**config.mk**
```make
export PLATFORM = sky130hd
export DESIGN_NAME = mygo_chan_merge
export DESIGN_NICKNAME = d
export VERILOG_FILES = /design/src/rtl/mygo_chan_merge.sv
export SDC_FILE = /design/constraint.sdc
export NUM_CORES = 1
export LEC_CHECK = 0
export BUFFER_PORTS_ARGS = -buffer_cell sky130_fd_sc_hd__buf_2
export CORE_UTILIZATION = 40
export CTS_BUF_LIST = sky130_fd_sc_hd__clkbuf_16
export DETAILED_ROUTE_END_ITERATION = 8
export GPL_ROUTABILITY_DRIVEN = 1
export HOLD_SLACK_MARGIN = 0.03
export PLACE_DENSITY = 0.72
export SYNTH_ARGS = -nofsm -noshare
export SYNTH_HDL_FRONTEND = slang
export SYNTH_SLANG_ARGS = --single-unit
```
**constraint.sdc**
```tcl
create_clock -name clk -period 1.47 [get_ports clk]
set_input_delay 0.147 -clock clk [delete_from_list [all_inputs] [get_ports clk]]
set_output_delay 0.147 -clock clk [all_outputs]
set_load 0.1 [all_outputs]
```
**src/rtl/mygo_chan_merge.sv**
```systemverilog
// mygo_chan_merge: registered N-to-1 valid/ready fan-in with round-robin
// arbitration. Each output word carries the index of the sender that produced it.
module mygo_chan_merge #(
  parameter int WIDTH    = 32,
  parameter int NUM_IN   = 2,
  parameter int SEL_BITS = (NUM_IN <= 1) ? 1 : $clog2(NUM_IN)
) (
  input  logic                    clk,
  input  logic                    rst_n,
  input  logic [NUM_IN*WIDTH-1:0] in_data,
  input  logic [NUM_IN-1:0]       in_valid,
  output logic [NUM_IN-1:0]       in_ready,
  output logic [WIDTH-1:0]        out_data,
  output logic                    out_valid,
  input  logic                    out_ready,
  output logic [SEL_BITS-1:0]     out_src
);

  logic [SEL_BITS-1:0] rr_ptr;
  logic [SEL_BITS-1:0] grant_idx;
  logic [SEL_BITS-1:0] next_ptr;
  logic [WIDTH-1:0]    grant_data;
  logic                grant_any;
  logic                can_load;
  logic                accept;

  assign can_load = !out_valid || out_ready;
  assign accept   = grant_any && can_load;
  assign next_ptr = (grant_idx == SEL_BITS'(NUM_IN - 1)) ? '0 : grant_idx + 1'b1;

  // Round-robin pick: scan rr_ptr..NUM_IN-1 first, then wrap to 0..rr_ptr-1.
  always_comb begin
    grant_any  = 1'b0;
    grant_idx  = '0;
    grant_data = '0;
    for (int unsigned j = 0; j < NUM_IN; j++) begin
      if (!grant_any && in_valid[j] && (j >= 32'(rr_ptr))) begin
        grant_any  = 1'b1;
        grant_idx  = SEL_BITS'(j);
        grant_data = in_data[j*WIDTH +: WIDTH];
      end
    end
    for (int unsigned j = 0; j < NUM_IN; j++) begin
      if (!grant_any && in_valid[j] && (j < 32'(rr_ptr))) begin
        grant_any  = 1'b1;
        grant_idx  = SEL_BITS'(j);
        grant_data = in_data[j*WIDTH +: WIDTH];
      end
    end
  end

  // One-hot ready to the winning sender, suppressed during reset.
  always_comb begin
    in_ready = '0;
    for (int unsigned j = 0; j < NUM_IN; j++) begin
      in_ready[j] = rst_n && accept && (grant_idx == SEL_BITS'(j));
    end
  end

  // Output register and pointer: load on accept, clear valid on plain drain.
  always_ff @(posedge clk) begin
    if (!rst_n) begin
      out_valid <= 1'b0;
      out_data  <= '0;
      out_src   <= '0;
      rr_ptr    <= '0;
    end else if (accept) begin
      out_valid <= 1'b1;
      out_data  <= grant_data;
      out_src   <= grant_idx;
      rr_ptr    <= next_ptr;
    end else if (out_valid && out_ready) begin
      out_valid <= 1'b0;
    end
  end

endmodule
```
# Word-level counts from Yosys, hierarchy flattened
# Cells that the tools add are included.
# word_totals
word_cells	33
out_inout_bits	36
input_bits	69
register_bits	35
# op_classes
n_lt_le_gt_ge	2
addsub	1
bitwise_logic	1
n_reduce_logical	14
muxes	11
# op_table
op	count
2-to-1 mux 32 bit	3
logical AND 1 bit	9
2-to-1 mux 1 bit	8
logical NOT 1 bit	3
nonzero test 2 bit	1
adder 1 bit, second input constant	1
greater-or-equal comparator 1 bit, first input constant	1
logical OR 1 bit	1
< comparator 1 bit, first input constant	1
inverter 1 bit	1

# Longest topological paths before layout
# Gate-level depths: netlist (run 1).
# logic_depth
word_depth	13
depth_mapped	7
mapped_depth_nobuf	3

# Worst setup path after synthesis (run 1)
# No wires, ideal clock.
# synth_timing
kind	flip-flop to output port
from	reg out_valid
to	out in_ready[1]
arrival_ns	3.013
n_path_buf	0
t_required_ns	1.323
stages_incl_launch_ff	3
slack_ns	-1.690
cell_sequence	dfxtp_1 nor2b_1 nor3_1
# synth_via
elab_chain_cells	5
# synth_rtl
item	line	text
from (decl)	14	output logic out_valid,
from (signal assigned)	63	out_valid <= 1'b0;
from (signal assigned)	68	out_valid <= 1'b1;
from (signal assigned)	73	out_valid <= 1'b0;
logical NOT 1 bit	27	assign can_load = !out_valid || out_ready;
logical OR 1 bit	27	
logical AND 1 bit	28	assign accept = grant_any && can_load;
logical AND 1 bit (2 in a row)	56	in_ready[j] = rst_n && accept && (grant_idx == SEL_BITS'(j));
to (decl)	12	output logic [NUM_IN-1:0] in_ready,
# No other way between the ends.

# Worst setup path after layout (run 1)
# layout_timing
from	reg rr_ptr
to	out in_ready[0]
# layout_via
elab_chain_cells	13
elab_cells_between_ends	17
cone_classes	order compare: 2; mux: 5; bitwise: 1; reduce/logical: 9
# layout_rtl
item	line	text
from (decl)	19	logic [SEL_BITS-1:0] rr_ptr;
from (signal assigned)	71	rr_ptr <= next_ptr;
greater-or-equal comparator 1 bit	37	if (!grant_any && in_valid[j] && (j >= 32'(rr_ptr))) begin
logical AND 1 bit	37	
2-to-1 mux 1 bit	37	
logical NOT 1 bit	37	
logical AND 1 bit	37	
2-to-1 mux 1 bit	37	
logical NOT 1 bit	44	if (!grant_any && in_valid[j] && (j < 32'(rr_ptr))) begin
logical AND 1 bit (2 in a row)	44	
2-to-1 mux 1 bit	44	
logical AND 1 bit	28	
logical AND 1 bit	56	
logical AND 1 bit (*)	56	
# Every way passes the cells marked *; elsewhere a longest branch is shown, timed or not.

==> flow_summary.ini, run 1 <==
[routing]
m1WireLength_mm = 2.34
dr_wl_met3_um = 326
vias_per_cell = 5.73
drtIter0Drc = 64
highest_layer = met4
wl_met2_mm = 2.48
vias = 1852
drt_wl_total_mm = 5.25
drt_first_pass_iters = 4
post_drt_wl_per_cell_um = 16.3
antenna_violating_nets_post_route = 0
drc = 0

[worst_setup_path]
crit_arrival_ns = 1.27
critical_path_buf_inv_count = 1
critPathCaptureType = primary output
cp_top_family = flip-flops
cp-start-kind = flip-flop
critical_path_type = flip-flop to primary output
timing.critical_path.required_ns = 1.32
cp_max_fo = 3
path_cells = a21boi_2 > and3_4 > buf_12
timing.critical_path.slowest_cell_delay_ns = 0.32
timing.critical_path.slowest_stage_cell = dfxtp_2

[global_routing]
grt_pass1_vias = 1650
gr-usage-all-layers_pct = 22.9
grt_antenna_before_repair = 0
grt_start_max_net_pins = 33
grt_first_pass_wirelength_mm = 7.80
overflow_after_grt = 0

[synthesis]
netlist_area_mm2 = 0.00178
syn_nets = 243
post-synth-top-area-cell = dfxtp_1
synthesis.instances = 174
synth_warnings = 0
synth_seq_cells = 35
post-synth-top-area-fraction_pct = 39.4
seq_area_frac_synth_pct = 39.4
avgSynthCellArea_um2 = 10.2
synth_area_leaders = dfxtp_1 39%, a211oi_2 21%, a32oi_1 16%, a21oi_1 9.3%, clkbuf_1 3.8%
synth_cell_type_count = 21

[placed_design]
placed_cells = 313
postPlaceCellArea_mm2 = 0.00240
routabilityCongestion = 0.770
dpl_hpwl_mm = 3.54
portBuffers = 104

[sta]
finalMaxSlewViolations = 0
finClkSkew_ns = 0.00478
timing.final.crit_share_pct = 96.6
timing_worst_slew_pin_value_ns = 0.515
setup_repair_after_global_routing_missed_its_margin = no
timing_hold_violations_final = 0
setup_violations = 0
timing.final.crit_period_ns = 1.42
maxSlewHeadroom_pct = 65.7
fmaxAchievable_ghz = 0.704

[final_layout]
finalNetCount = 341
antenna_cells_inserted = 0
layoutNonFillerInstCount = 323
sequential_cell_area_um2 = 706
final_layout_size_suffix_gt1_share_pct = 59.0
mostFrequentLayoutCell = buf_2
areaGrowthSynthToFinish_pct = 45.3
layout.filler_cells = 395
finalInstanceArea_mm2 = 0.00258
multi_input_area_um2 = 963
layout_common_cells = 102 x buf_2, 33 x a21oi_1, 33 x dfxtp_1

[pwr]
cell_internal_pwr_mw = 1.96
p_sw_mw = 1.35
post-layout-total-power_mw = 3.32
power.share.switching_pct = 40.8
power.leakage_nw = 1.12
peakVddDrop_mv = 0.659
power.sequential.fraction_pct = 32.6
comb_power_share_pct = 38.1
clk_network_pwr_share_pct = 29.2
power.density_mw_per_mm2 = 1280

[cts]
cts.htree.levels = 2
cts_tree = yes
worst_skew_pair.late_latency_ns = 0.27
max-clock-path-buffers = 2
cts_buffers = 5
cts_sinks = 35
clk_transition_reported_paths_ns = 0.05
clk_root_buffer_cell = clkbuf_16

[hold_path]
class_of_the_worst_hold_path = input pin to flip-flop

[floorplanning]
boundaryPins = 105
core_mm2 = 0.00414
initial_utilization_pct = 42.9
die-area_mm2 = 0.00472
dieWidth_um = 68.7
fp-row-count = 23
die-height_um = 68.7

[run]
maxCapViolCount = 0

[outcome]
run_status = completed
## layout make-up
cell class              count  area share (%)
clock buffers               5            4.84
clock inverters             3           0.436
inverters                   1           0.145
multi-input cells         112            37.3
flip-flops and latches     35            27.3
well taps                  50            2.42
repair buffers            117            27.5
## stage by stage
step	setup slack (ns)	hold slack (ns)	utilization, %	setup TNS, ns
finish	0.0500	0.120	62.3	0
detailed placement	0.174	0.399	58.0	0
floorplan	-0.227	0.264	-	-0.227
global route	0.0292	0.131	62.3	0
CTS	0.0101	0.116	62.1	0
global placement	0.206	0.392	58.0	0
## per-layer routing
| layer | global-route usage (%) | vias up |
|---|---|---|
| li1 | - | 896 |
| met2 | 38.5 | 73 |
| met3 | 4.77 | 8 |
| met5 | 0 | - |
| met1 | 27.8 | 875 |
| met4 | 10.4 | 0 |
## final timing paths
check	from	endpoint	slack [ns]	cells past startpoint
setup / recovery	rr_ptr	in_ready[0]	0.05	3
hold reg to reg	out_data[22]	out_data[22]	0.52	2
setup reg to reg	rr_ptr	out_data[17]	0.12	5
hold / removal	rst_n	rr_ptr	0.12	2
## worst reg2reg max path: stages, from the launching register on
cell	delay (ns)
dfxtp_2	0.32
nand2b_4	0.15
buf_4	0.17
buf_4	0.18
a32oi_1	0.28
a211oi_2	0.11
## registers in the layout (all words and copies together) (netlist names)
signal	flops
rr_ptr	1
out_valid	1
out_data	32
out_src	1
## cell usage after synthesis
cell,n
a211oi_1,3
and2_4,1
and3_1,1
dfxtp_1,35
clkbuf_1,18
a21oi_1,33
a211oi_2,30
buf_6,6
o21a_1,1
nand2b_1,2
a21boi_0,1
buf_2,1
clkinv_1,1
nor3_1,1
a21boi_2,1
nor2b_1,1
nor2_1,3
or2_1,1
nand2_1,1
buf_1,1
a32oi_1,32
## power groups by stage
stage / Sequential [mW] / Combinational [mW] / Clock (mW)
floorplan: 1.70 / 0.393 / 0
global placement: 1.10 / 1.23 / 0
detailed placement: 1.10 / 1.25 / 0
CTS: 1.08 / 1.27 / 0.988
global route: 1.09 / 1.32 / 1.02
finish: 1.08 / 1.26 / 0.969
## repair_timing
action | CTS | global route
endpoints found under the setup margin | 1 | 1
gates resized for setup | 1 | 0
hold buffers | 0 | 0
gates cloned | 1 | 0
buffers inserted | 0 | 1
## logic make-up after synthesis
| family | after synthesis | share of synthesized area [%] |
|---|---|---|
| AND/OR/NAND/NOR | 11 | 3.38 |
| AO/OA/AOI/OAI | 101 | 48.9 |
| flip-flops | 35 | 39.4 |
| buffers and inverters | 27 | 8.30 |
Power figures use the tool's default switching activity.
==> inputs of run 2 (changes only) <==
--- a/config.mk
+++ b/config.mk
@@ -11,7 +11,8 @@
 export DETAILED_ROUTE_END_ITERATION = 8
 export GPL_ROUTABILITY_DRIVEN = 1
 export HOLD_SLACK_MARGIN = 0.03
-export PLACE_DENSITY = 0.72
+export PLACE_DENSITY = 0.82
+export RECOVER_POWER = 25
 export SYNTH_ARGS = -nofsm -noshare
 export SYNTH_HDL_FRONTEND = slang
 export SYNTH_SLANG_ARGS = --single-unit
==> flow_summary.ini, run 2 (synthesis gave the netlist of run 1 again) <==
[outcome]
run_status = completed

[global_routing]
grt_pass1_vias = 1628
overflow_after_grt = 0
grt_antenna_before_repair = 0
gr-usage-all-layers_pct = 21.9
grt_first_pass_wirelength_mm = 7.59
grt_start_max_net_pins = 33

[final_layout]
final_core_util_pct = 62.3
final_layout_size_suffix_gt1_share_pct = 59.8
layout_common_cells = 88 x buf_2, 34 x dfxtp_1, 33 x a21oi_1
top_register = out_data
antenna_cells_inserted = 0
finalInstanceArea_mm2 = 0.00258
mostFrequentLayoutCell = buf_2
areaGrowthSynthToFinish_pct = 45.1
finalNetCount = 344
largest_reg_flops = 32

[routing]
post_drt_wl_per_cell_um = 15.6
drc = 0
antenna_violating_nets_post_route = 0
drtIter0Drc = 89
vias_per_cell = 5.66
vias = 1845
drt_first_pass_iters = 4
drt_wl_total_mm = 5.10

[placed_design]
portBuffers = 104
postPlaceCellArea_mm2 = 0.00239
routabilityCongestion = 0.760
dpl_hpwl_mm = 3.49

[floorplanning]
die-area_mm2 = 0.00472
boundaryPins = 105
dieWidth_um = 68.7
fp-row-count = 23
core_mm2 = 0.00414
initial_utilization_pct = 42.9
die-height_um = 68.7

[sta]
maxSlewHeadroom_pct = 63.1
timing.final.crit_period_ns = 1.40
fmaxAchievable_ghz = 0.713
timing_hold_violations_final = 0
finalMaxSlewViolations = 0
timing_worst_slew_pin_value_ns = 0.556
finClkSkew_ns = 0.00421
setup_violations = 0
timing.final.crit_share_pct = 95.5
setup_repair_after_global_routing_missed_its_margin = no

[worst_setup_path]
r2r_end = out_data[12]
source_of_the_worst_register_to_register_timing_path = rr_ptr
rr_worst_depth = 5
timing.critical_path.required_ns = 1.32
cp-start-kind = flip-flop
cp_max_fo = 13
critPathCaptureType = primary output
crit_arrival_ns = 1.26
critical_path_type = flip-flop to primary output
r2r_setup_slack_ns = 0.15

[hold_path]
min_delay_path_depth = 2
worstHoldEndpoint = rr_ptr
class_of_the_worst_hold_path = input pin to flip-flop
hp-start = rst_n

[pwr]
power.density_mw_per_mm2 = 1300
peakVddDrop_mv = 0.854
power.leakage_nw = 1.11

[cts]
max-clock-path-buffers = 2
clk_transition_reported_paths_ns = 0.05
cts_hold_buffers = 0
cts.htree.levels = 2
cts_sinks = 35
worst_skew_pair.late_latency_ns = 0.27
cts_tree = yes
cts_buffers = 5
clk_root_buffer_cell = clkbuf_16

[run]
maxCapViolCount = 0
run 2: cell types whose count changed in the layout (fill, tap and decap cells not counted), sizes merged:
cell	before	now
buf	116	104
clkinvlp	0	1
clkinv	3	2
clkbuf	5	20
run 2: critical path: stages, from the launching register on:
cell and delay (ns):
dfxtp_1 0.32, nand2b_2 0.14, buf_12 0.16, and3_4 0.19, buf_12 0.17
run 2: through the flow:
stage	cells	TNS, ns	total power [mW]	setup slack (ns)	hold WS, ns
2_1_floorplan	174	-0.227	2.09	-0.227	0.264
3_3_place_gp	314	0	2.32	0.217	0.395
3_5_place_dp	314	0	2.34	0.165	0.399
4_1_cts	326	0	3.37	0.0536	0.119
5_1_grt	326	0	3.48	0.0117	0.129
6_report	326	0	3.35	0.0665	0.122
run 2: layer usage:
layer	part of all wire [%]	wire [µm]	track usage, %
met1	45	2280	27.9
met2	49	2520	37.3
met3	5.2	267	4.28
met4	0.69	35	6.51
met5	0	0	0
run 2: worst max path at each step:
stage	startpoint	to	slack, ns	depth (start not counted)
final	out_valid	in_ready[0]	0.07	4
after global routing	out_valid	in_ready[0]	0.01	4
after CTS	out_valid	in_ready[0]	0.05	4
after detailed placement	out_valid	out_data[23]	0.17	3
after global placement	out_valid	out_data[22]	0.22	3
after floorplan	rr_ptr	in_ready[1]	-0.23	5
run 2: area by class of cell:
cell class                      count  area [µm²]
Sequential cell                    35         702
Multi-Input combinational cell    112         963
Fill cell                         364        1560
Inverter                            1        3.75
Tap cell                           50        62.6
Clock inverter                      3        18.8
Timing Repair Buffer              120         704
Clock buffer                        5         125
run 2: what timing repair did:
action / in CTS / in global routing
buffers inserted: 3 / 0
resized for setup: 1 / 0
endpoints found under the setup margin: 2 / 0
run 2: report_power, final:
part           switching (mW)  internal, mW
sequential             0.0468          1.04
combinational           0.942         0.314
clock                   0.386         0.624
total                    1.37          1.98
==> inputs of run 3 (changes only) <==
--- a/config.mk
+++ b/config.mk
@@ -10,6 +10,7 @@
 export CTS_BUF_LIST = sky130_fd_sc_hd__clkbuf_16
 export DETAILED_ROUTE_END_ITERATION = 8
 export GPL_ROUTABILITY_DRIVEN = 1
+export GPL_TIMING_DRIVEN = 0
 export HOLD_SLACK_MARGIN = 0.03
 export PLACE_DENSITY = 0.82
 export RECOVER_POWER = 25
==> flow_summary.ini, run 3 (synthesis gave the netlist of run 1 again) <==
[global_routing]
grt_start_max_net_pins = 13
grt_pass1_vias = 1734
grt_antenna_before_repair = 0
overflow_after_grt = 0
gr-usage-all-layers_pct = 23.1
grt_first_pass_wirelength_mm = 8.01

[worst_setup_path]
critical_path_type = flip-flop to primary output
setup.worst_path.start = rr_ptr
timing.critical_path.required_ns = 1.32
r2r_setup_slack_ns = 0.10
crit_arrival_ns = 1.34
cp_max_fo = 4
rr_worst_depth = 4
timing.critical_path.slowest_stage_cell = dfxtp_4
source_of_the_worst_register_to_register_timing_path = rr_ptr
timing.critical_path.slowest_cell_delay_ns = 0.36
path_cells = nand2b_4 > clkbuf_16 > nand2_4 > nor3_4 > buf_12
critPathCaptureType = primary output
r2r_end = out_data[2]
cp-start-kind = flip-flop

[hold_path]
worstHoldEndpoint = rr_ptr
hp-start = rst_n
class_of_the_worst_hold_path = input pin to flip-flop
min_delay_path_depth = 2

[pwr]
peakVddDrop_mv = 0.682
power.density_mw_per_mm2 = 1240
power.leakage_nw = 1.17
post-layout-total-power_mw = 3.36

[cts]
cts_buffers = 5
worst_skew_pair.late_latency_ns = 0.27
clk_transition_reported_paths_ns = 0.05
cts_tree = yes
cts.htree.levels = 2
cts_sinks = 35
max-clock-path-buffers = 2
clk_root_buffer_cell = clkbuf_16

[final_layout]
mostFrequentLayoutCell = buf_2
layout_common_cells = 87 x buf_2, 33 x a21oi_1, 33 x dfxtp_1
areaGrowthSynthToFinish_pct = 52.1
top_register = out_data
finalNetCount = 359
largest_reg_flops = 32
antenna_cells_inserted = 0
final_layout_size_suffix_gt1_share_pct = 58.4
layout.filler_cells = 339
final_core_util_pct = 65.2

[outcome]
failed_checks = negative setup slack
run_status = finished, violations left

[routing]
antenna_violating_nets_post_route = 0
drt_first_pass_iters = 4
drc = 0
vias = 1902
drt_wl_total_mm = 5.18
post_drt_wl_per_cell_um = 15.2
vias_per_cell = 5.58
drtIter0Drc = 73

[sta]
finalMaxSlewViolations = 0
setup_repair_after_global_routing_missed_its_margin = yes
timing.final.crit_period_ns = 1.49
fmaxAchievable_ghz = 0.673
finClkSkew_ns = 0.00325
timing_worst_slew_pin_value_ns = 0.733
timing.final.crit_share_pct = 101
timing_hold_violations_final = 0
setup_violations = 1
hold-worst-slack_ns = 0.137
setup_total_negative_slack_ns = -0.0151
maxSlewHeadroom_pct = 51.1
post-route-worst-setup-slack_ns = -0.0151

[placed_design]
post_placement_worst_setup_slack_ns = -0.369
portBuffers = 103
routabilityCongestion = 0.800
dpl_hpwl_mm = 3.69

[run]
maxCapViolCount = 0

[floorplanning]
die-area_mm2 = 0.00472
core_mm2 = 0.00414
dieWidth_um = 68.7
fp-row-count = 23
initial_utilization_pct = 42.9
boundaryPins = 105
die-height_um = 68.7
-- run 3: cell count changes in the layout (fill, tap and decap cells not counted), moves of 2 or more --
| cell | change |
|---|---|
| clkbuf_1 | +7 |
| buf_6 | +6 |
| buf_4 | -3 |
| buf_1 | +2 |
| clkbuf_16 | +2 |
| clkbuf_2 | +2 |
| clkinv_1 | +2 |
| dfxtp_4 | +2 |
-- run 3: power breakdown --
| group | internal [mW] | switching, mW |
|---|---|---|
| Clock | 0.615 | 0.355 |
| Sequential | 1.04 | 0.0468 |
| Combinational | 0.346 | 0.957 |
-- run 3: metrics by stage --
step,instance area (µm²),instances
finish,2700,341
global route,2700,341
global placement,2410,327
detailed placement,2410,327
floorplan,1830,174
CTS,2670,339
-- run 3: worst max-delay path by stage --
stage                        to
floorplan           in_ready[1]
global placement    in_ready[0]
detailed placement  in_ready[0]
CTS                 in_ready[1]
global route        in_ready[1]
finish              in_ready[1]
-- run 3: timing repair --
item / CTS / global route
hold buffers: 0 / 0
pin swaps: 3 / 1
resized for setup: 18 / 8
cloned: 0 / 0
buffers inserted: 6 / 4
setup endpoints to repair: 21 / 22
-- run 3: per-layer routing --
layer	global-route usage [%]	wire [µm]	vias up
li1	-	-	934
met1	30.2	2340	878
met2	37.3	2490	82
met3	6.41	295	8
met4	5.47	55	0
met5	0	0	-
-- run 3: worst max-delay path: cells and delay by family, from the launching register on --
kind                   cells  cell delay [ns]
and+or+nand+nor            3             0.38
buffers and inverters      2             0.33
DFF                        1             0.36
-- run 3: area by class of cell --
cell class	count	area (µm²)	share of cell area [%]
multi-input combinational	112	976	36.1
timing repair buffer	113	621	23.0
clock buffer	5	125	4.63
clock inverter	3	13.8	0.509
inverter	1	3.75	0.139
sequential	35	708	26.2
buffer	22	194	7.17
tap	50	62.6	2.31
